**config.mk**
```make
export PLATFORM = sky130hd
export DESIGN_NAME = spi_regfile
export DESIGN_NICKNAME = d
export VERILOG_FILES = /design/src/rtl/spi_regfile_pkg.sv /design/src/rtl/spi_edge_sync.sv /design/src/rtl/spi_regfile.sv
export SDC_FILE = /design/constraint.sdc
export NUM_CORES = 1
export LEC_CHECK = 0
export CORE_AREA = 10 10 83 114
export CTS_BUF_LIST = sky130_fd_sc_hd__clkbuf_8
export CTS_CLUSTER_SIZE = 24
export DETAILED_ROUTE_END_ITERATION = 12
export DIE_AREA = 0 0 93 124
export DONT_BUFFER_PORTS = 1
export PLACE_DENSITY_LB_ADDON = 0.15
export SETUP_SLACK_MARGIN = 0.4
export SYNTH_ARGS = -nofsm -noshare
export SYNTH_HDL_FRONTEND = slang
export SYNTH_HIERARCHICAL = 1
export SYNTH_SLANG_ARGS = --single-unit
export TNS_END_PERCENT = 30
```
**constraint.sdc**
```tcl
create_clock -name clk_i -period 6.45 [get_ports clk_i]
set_clock_uncertainty 0.1 [all_clocks]
set_input_delay 1.6125 -clock clk_i [delete_from_list [all_inputs] [get_ports clk_i]]
set_output_delay 1.6125 -clock clk_i [all_outputs]
set_load 0.01 [all_outputs]
```
**src/rtl/spi_regfile_pkg.sv**
```systemverilog
// Shared types and constants for the SPI slave register file.
// Flat-vector slice helper is used to unpack per-register reset values.
package spi_regfile_pkg;

  typedef enum logic [1:0] {
    IDLE = 2'd0,
    CMD  = 2'd1,
    DATA = 2'd2
  } state_e;

  localparam int CMD_WIDTH = 8;
  localparam int RW_BIT    = 7;
  localparam int ADDR_BITS = 7;

  // Largest flat vector the parameter ranges allow (128 regs x 32 bits).
  localparam int FLAT_MAX  = 128 * 32;

  function automatic logic [31:0] reg_slice(input logic [FLAT_MAX-1:0] flat,
                                            input int unsigned idx,
                                            input int unsigned width);
    return 32'(flat >> (idx * width));
  endfunction

endpackage

```
**src/rtl/spi_edge_sync.sv**
```systemverilog
// 2-FF synchronisers for sclk, cs_n and mosi, plus sclk edge detection.
// Edge pulses are one clk_i cycle wide and appear 2 cycles after the pin moves.
module spi_edge_sync (
  input  logic clk_i,
  input  logic rst_ni,
  input  logic sclk_i,
  input  logic cs_ni,
  input  logic mosi_i,
  output logic sclk_rise_o,
  output logic sclk_fall_o,
  output logic cs_n_o,
  output logic mosi_o
);

  logic [1:0] sclk_q;
  logic [1:0] cs_q;
  logic [1:0] mosi_q;
  logic       sclk_prev_q;

  // cs_n resets to its inactive level so no phantom transaction follows reset.
  always_ff @(posedge clk_i or negedge rst_ni) begin
    if (!rst_ni) begin
      sclk_q      <= 2'b00;
      cs_q        <= 2'b11;
      mosi_q      <= 2'b00;
      sclk_prev_q <= 1'b0;
    end else begin
      sclk_q      <= {sclk_q[0], sclk_i};
      cs_q        <= {cs_q[0], cs_ni};
      mosi_q      <= {mosi_q[0], mosi_i};
      sclk_prev_q <= sclk_q[1];
    end
  end

  assign sclk_rise_o = sclk_q[1] & ~sclk_prev_q;
  assign sclk_fall_o = ~sclk_q[1] & sclk_prev_q;
  assign cs_n_o      = cs_q[1];
  assign mosi_o      = mosi_q[1];

endmodule

```
**src/rtl/spi_regfile.sv**
```systemverilog
// SPI mode-1 slave register file with burst auto-increment and write strobes.
// Read-back on MISO is built only when SPI_REGFILE_READBACK_EN is defined.
module spi_regfile
  import spi_regfile_pkg::*;
#(
  parameter int unsigned                       NUM_REGS     = 8,
  parameter int unsigned                       REG_WIDTH    = 8,
  parameter logic [NUM_REGS*REG_WIDTH-1:0]     RESET_VALUES = '0
) (
  input  logic                              clk_i,
  input  logic                              rst_ni,
  input  logic                              enable_i,
  input  logic                              spi_sclk_i,
  input  logic                              spi_mosi_i,
  input  logic                              spi_cs_ni,
  output logic                              spi_miso_o,
  output logic                              spi_miso_oe_o,
  output logic [NUM_REGS*REG_WIDTH-1:0]     regs_o,
  output logic [NUM_REGS-1:0]               wr_strobe_o,
  output logic                              busy_o
);

  localparam int unsigned IN_W = (REG_WIDTH > CMD_WIDTH) ? REG_WIDTH : CMD_WIDTH;
  localparam logic [ADDR_BITS:0]   NREGS_L   = 8'(NUM_REGS);
  localparam logic [ADDR_BITS-1:0] LAST_ADDR = 7'(NUM_REGS - 1);

  logic sclk_rise, sclk_fall, cs_n_s, mosi_s;

  spi_edge_sync u_sync (
    .clk_i       (clk_i),
    .rst_ni      (rst_ni),
    .sclk_i      (spi_sclk_i),
    .cs_ni       (spi_cs_ni),
    .mosi_i      (spi_mosi_i),
    .sclk_rise_o (sclk_rise),
    .sclk_fall_o (sclk_fall),
    .cs_n_o      (cs_n_s),
    .mosi_o      (mosi_s)
  );

  state_e                 state_q, state_d;
  logic [5:0]             bit_cnt_q, bit_cnt_d;
  logic [IN_W-1:0]        shin_q, shin_d;
  logic [ADDR_BITS-1:0]   addr_q, addr_d, addr_inc;
  logic                   rw_q, rw_d;
  logic                   wr_pend_q, wr_pend_d;
  logic [ADDR_BITS-1:0]   wr_addr_q, wr_addr_d;
  logic [REG_WIDTH-1:0]   wr_data_q, wr_data_d;
  logic [REG_WIDTH-1:0]   regs_q [NUM_REGS];
  logic [NUM_REGS-1:0]    wr_strobe_q;
  logic                   addr_ok;
  logic                   frame_done;

  assign addr_ok    = {1'b0, addr_q} < NREGS_L;
  assign frame_done = enable_i && sclk_fall &&
                      (((state_q == CMD)  && (bit_cnt_q == 6'(CMD_WIDTH - 1))) ||
                       ((state_q == DATA) && (bit_cnt_q == 6'(REG_WIDTH - 1))));

  // In-range addresses wrap within the file; out-of-range ones run on to 127.
  always_comb begin
    if (addr_ok) addr_inc = (addr_q == LAST_ADDR) ? '0 : addr_q + 1'b1;
    else         addr_inc = addr_q + 1'b1;
  end

  always_comb begin
    state_d   = state_q;
    bit_cnt_d = bit_cnt_q;
    shin_d    = shin_q;
    addr_d    = addr_q;
    rw_d      = rw_q;
    wr_pend_d = 1'b0;
    wr_addr_d = wr_addr_q;
    wr_data_d = wr_data_q;
    unique case (state_q)
      IDLE: begin
        bit_cnt_d = '0;
        if (!cs_n_s && enable_i) state_d = CMD;
      end
      CMD, DATA: begin
        if (enable_i && sclk_fall) begin
          shin_d    = {shin_q[IN_W-2:0], mosi_s};
          bit_cnt_d = bit_cnt_q + 1'b1;
          if (frame_done) begin
            bit_cnt_d = '0;
            if (state_q == CMD) begin
              state_d = DATA;
              rw_d    = shin_d[RW_BIT];
              addr_d  = shin_d[ADDR_BITS-1:0];
            end else begin
              if (!rw_q && addr_ok) begin
                wr_pend_d = 1'b1;
                wr_addr_d = addr_q;
                wr_data_d = shin_d[REG_WIDTH-1:0];
              end
              addr_d = addr_inc;
            end
          end
        end
      end
      default: state_d = IDLE;
    endcase
    // A frame completing in the same cycle as CS rising still commits above.
    if ((state_q != IDLE) && (cs_n_s || !enable_i)) state_d = IDLE;
  end

  always_ff @(posedge clk_i or negedge rst_ni) begin
    if (!rst_ni) begin
      state_q   <= IDLE;
      bit_cnt_q <= '0;
      shin_q    <= '0;
      addr_q    <= '0;
      rw_q      <= 1'b0;
      wr_pend_q <= 1'b0;
      wr_addr_q <= '0;
      wr_data_q <= '0;
    end else begin
      state_q   <= state_d;
      bit_cnt_q <= bit_cnt_d;
      shin_q    <= shin_d;
      addr_q    <= addr_d;
      rw_q      <= rw_d;
      wr_pend_q <= wr_pend_d;
      wr_addr_q <= wr_addr_d;
      wr_data_q <= wr_data_d;
    end
  end

  always_ff @(posedge clk_i or negedge rst_ni) begin
    if (!rst_ni) begin
      for (int unsigned i = 0; i < NUM_REGS; i++)
        regs_q[i] <= REG_WIDTH'(reg_slice(FLAT_MAX'(RESET_VALUES), i, REG_WIDTH));
      wr_strobe_q <= '0;
    end else begin
      wr_strobe_q <= '0;
      for (int unsigned i = 0; i < NUM_REGS; i++) begin
        if (wr_pend_q && (wr_addr_q == 7'(i))) begin
          regs_q[i]      <= wr_data_q;
          wr_strobe_q[i] <= 1'b1;
        end
      end
    end
  end

  for (genvar g = 0; g < NUM_REGS; g++) begin : g_out
    assign regs_o[g*REG_WIDTH +: REG_WIDTH] = regs_q[g];
  end

  assign wr_strobe_o = wr_strobe_q;
  assign busy_o      = (state_q != IDLE);

`ifdef SPI_REGFILE_READBACK_EN
  logic [REG_WIDTH-1:0] mso_sh_q, mso_sh_d;
  logic                 miso_q, miso_d;
  logic [ADDR_BITS-1:0] rd_addr;
  logic [REG_WIDTH-1:0] rd_dat;

  // Command end preloads the start address; data end preloads the next one.
  assign rd_addr = (state_q == CMD) ? {shin_q[ADDR_BITS-2:0], mosi_s} : addr_inc;

  always_comb begin
    rd_dat = '0;
    for (int unsigned i = 0; i < NUM_REGS; i++)
      if (rd_addr == 7'(i)) rd_dat = regs_q[i];
  end

  always_comb begin
    mso_sh_d = mso_sh_q;
    miso_d   = miso_q;
    if (frame_done) begin
      mso_sh_d = rd_dat;
    end else if (enable_i && sclk_rise && (state_q == DATA)) begin
      miso_d   = mso_sh_q[REG_WIDTH-1];
      mso_sh_d = mso_sh_q << 1;
    end
  end

  always_ff @(posedge clk_i or negedge rst_ni) begin
    if (!rst_ni) begin
      mso_sh_q <= '0;
      miso_q   <= 1'b0;
    end else begin
      mso_sh_q <= mso_sh_d;
      miso_q   <= miso_d;
    end
  end

  assign spi_miso_o    = miso_q;
  assign spi_miso_oe_o = (state_q == DATA) && rw_q;
`else
  logic unused_rise;
  assign unused_rise   = sclk_rise;
  assign spi_miso_o    = 1'b0;
  assign spi_miso_oe_o = 1'b0;
`endif

endmodule

```
==> load_flow_metrics.sql <==
INSERT INTO impl_metrics (metric_group, metric, value, unit) VALUES
('logic_synthesis', 'synth_area_per_cell', '13.7', 'um2'),
('finish', 'n_antenna_cell', '0', ''),
('grt', 'first_global_vias', '2809', ''),
('logic_synthesis', 'post_synth_instance_area', '4650', 'um2'),
('grt', 'antenna_violations_before_repair', '0', ''),
('setup_path', 'startpoint_type', 'input port', ''),
('sta', 'post-route-min-period', '3.38', 'ns'),
('flow_run', 'maxCapViolCount', '0', ''),
('finish', 'area.growth.synth_to_final', '10.2', '%'),
('sta', 'timing.final.hold_violations', '0', ''),
('clock_tree', 'clock-root-buffer', 'sky130_fd_sc_hd__clkbuf_8', ''),
('floorplanning', 'start_util', '0.635', ''),
('setup_path', 'cp.buffers_inverters', '0', ''),
('drt', 'route.detailed.wl_per_inst', '21.5', 'um'),
('drt', 'detail_routed_via_count_per_cell', '5.90', ''),
('setup_path', 'cp_slowest_stage_delay', '0.77', 'ns'),
('clock_tree', 'cts.sink_count', '118', ''),
('setup_path', 'required_worst_endpoint', '6.66', 'ns'),
('drt', 'drt.antenna.violating_nets', '0', ''),
('clock_tree', 'tritoncts_clock_tree', 'done', ''),
('outcome', 'run_status', 'finished, final reports clean', ''),
('power_and_ir_drop', 'cellLeakagePower', '2.60', 'nW'),
('drt', 'firstDrtPassIters', '4', ''),
('sta', 'max_clk_rate', '295', 'MHz'),
('drt', 'vias', '2690', ''),
('floorplanning', 'placeableCoreArea', '7310', 'um2'),
('placement', 'dpl.hpwl', '6710', 'um'),
('floorplanning', 'pin_count', '81', ''),
('power_and_ir_drop', 'irDropWorstVdd', '218', 'uV'),
('drt', 'postRouteWirelength', '9800', 'um'),
('finish', 'fin_nets', '357', ''),
('setup_path', 'critical_path.top_delay_family', 'simple AND/OR/NAND/NOR gates', ''),
('sta', 'unrepaired_setup_endpoints_after_global_routing', 'false', ''),
('setup_path', 'cp_cell_sequence', 'nand3_1 -> or3_4 -> nor4b_4 -> mux2_2', ''),
('power_and_ir_drop', 'p_per_area', '305', 'nW/um2'),
('grt', 'grt_start_max_net_pins', '119', ''),
('floorplanning', 'placementRows', '37', ''),
('clock_tree', 'cts_hold_repair.buffers', '0', ''),
('clock_tree', 'cts.clk_slew.worst_paths', '0.06', 'ns'),
('placement', 'globalplace.congestion', '0.708', ''),
('clock_tree', 'cts_htree_levels', '4', ''),
('floorplanning', 'die_h', '124', 'um'),
('clock_tree', 'postCtsResizedCells', '0', ''),
('setup_path', 'crit_fanout', '16', ''),
('grt', 'grt_pass1_wl', '15500', 'um'),
('sta', 'setup-tns-final', '0', 'ns'),
('floorplanning', 'die_w', '93', 'um'),
('sta', 'worst-slew-pin-transition', '0.900', 'ns'),
('drt', 'first_iter_violations', '175', ''),
('grt', 'groute.usage.overall', '0.179', ''),
('floorplanning', 'die-area', '11500', 'um2'),
('setup_path', 'end_kind', 'register', ''),
('sta', 'relSlewSlack', '0.397', ''),
('clock_tree', 'numCtsBuffers', '17', ''),
('setup_path', 'critPathSlowestCell', 'sky130_fd_sc_hd__nor4b_4', ''),
('clock_tree', 'insertion_delay_to_the_later_sink_of_the_worst_skew_pair', '0.43', 'ns'),
('clock_tree', 'post_cts_buffers', '0', ''),
('sta', 'post-route-period-util', '0.525', ''),
('sta', 'setup-violations-final', '0', ''),
('logic_synthesis', 'syn_inst', '339', ''),
('placement', 'port_buffers', '0', ''),
('grt', 'globalRoute.totalOverflow', '0', ''),
('worst_hold_path', 'hold_path.class', 'reg -> reg', ''),
('drt', 'post-route-drc-count', '0', ''),
('clock_tree', 'cts-root-to-sink-buffers', '2', ''),
('logic_synthesis', 'synth-warning-count', '6', ''),
('setup_path', 'arrival', '3.59', 'ns'),
('setup_path', 'path_class', 'in -> reg', ''),
('sta', 'timing.final.max_slew_violations', '0', ''),
('finish', 'drive_above_1_share', '0.306', ''),
('power_and_ir_drop', 'p_total', '0.00156', 'W');
-- through the flow --
step           hold WS [ns]  worst slack, ns  std cells  utilization  cell area (um2)
6_report              0.259             3.07        456        0.700             5120
4_1_cts               0.263             3.08        456        0.700             5120
5_1_grt               0.263             2.81        456        0.700             5120
3_3_place_gp          0.234             2.66        424        0.644             4710
3_5_place_dp          0.248             2.62        424        0.644             4710
2_1_floorplan         0.231             3.25        340            -             4650
-- layout by cell type, fill, tap and decap left out, types with 8 or more instances in the layout --
master,instances
sky130_fd_sc_hd__mux2_2,72
sky130_fd_sc_hd__inv_1,13
sky130_fd_sc_hd__nand3_1,8
sky130_fd_sc_hd__nor2_1,10
sky130_fd_sc_hd__nand2_1,33
sky130_fd_sc_hd__dfrtp_1,116
sky130_fd_sc_hd__o21ai_0,16
sky130_fd_sc_hd__clkbuf_8,20
-- cell type report --
cell class	instances	area (um2)
Inverter	9	33.8
Tap cell	97	121
Clock inverter	12	138
Fill cell	499	2190
Multi-Input combinational cell	200	1600
Clock buffer	20	275
Sequential cell	118	2960
-- power breakdown --
part / internal, W / switching [W]
sequential: 0.000760 / 0.0000231
clock: 0.000406 / 0.000275
combinational: 0.0000332 / 0.0000666
total: 0.00120 / 0.000365
-- final timing paths --
check                            startpoint                to  slack [ns]  depth (start not counted)
max                                enable_i      wr_data_q[4]        3.07                          4
min                        u_sync/sclk_q[0]  u_sync/sclk_q[1]        0.26                          0
max reg2reg                      state_q[1]      wr_data_q[4]        3.10                          6
min reg2reg                u_sync/sclk_q[0]  u_sync/sclk_q[1]        0.26                          0
max in group asynchronous            rst_ni    u_sync/cs_q[0]        5.23                          0
min in group asynchronous            rst_ni        regs_o[34]        0.78                          0
-- registers in the layout, summed over array words and instances, names as in the netlist --
register	flops
wr_data_q	8
wr_pend_q	1
addr_q	7
rw_q	1
shin_q	7
regs_o	64
wr_addr_q	7
u_sync/sclk_prev_q	1
u_sync/sclk_q	2
state_q	2
wr_strobe_o	8
u_sync/mosi_q	2
bit_cnt_q	6
u_sync/cs_q	2
-- layer usage --
layer  track usage  share of wire
met1         0.175           0.35
met2         0.312           0.53
met3        0.0849          0.089
met4        0.0880          0.023
met5             0              0
-- worst register-to-register path: stages (launching register included) --
cell                       delay [ns]
sky130_fd_sc_hd__dfrtp_1         0.40
sky130_fd_sc_hd__inv_1           0.10
sky130_fd_sc_hd__ha_1            0.63
sky130_fd_sc_hd__o211ai_1        0.31
sky130_fd_sc_hd__or3_4           0.50
sky130_fd_sc_hd__nor4b_4         0.78
sky130_fd_sc_hd__mux2_2          0.41
No activity file was read; power rests on OpenSTA's default activity.
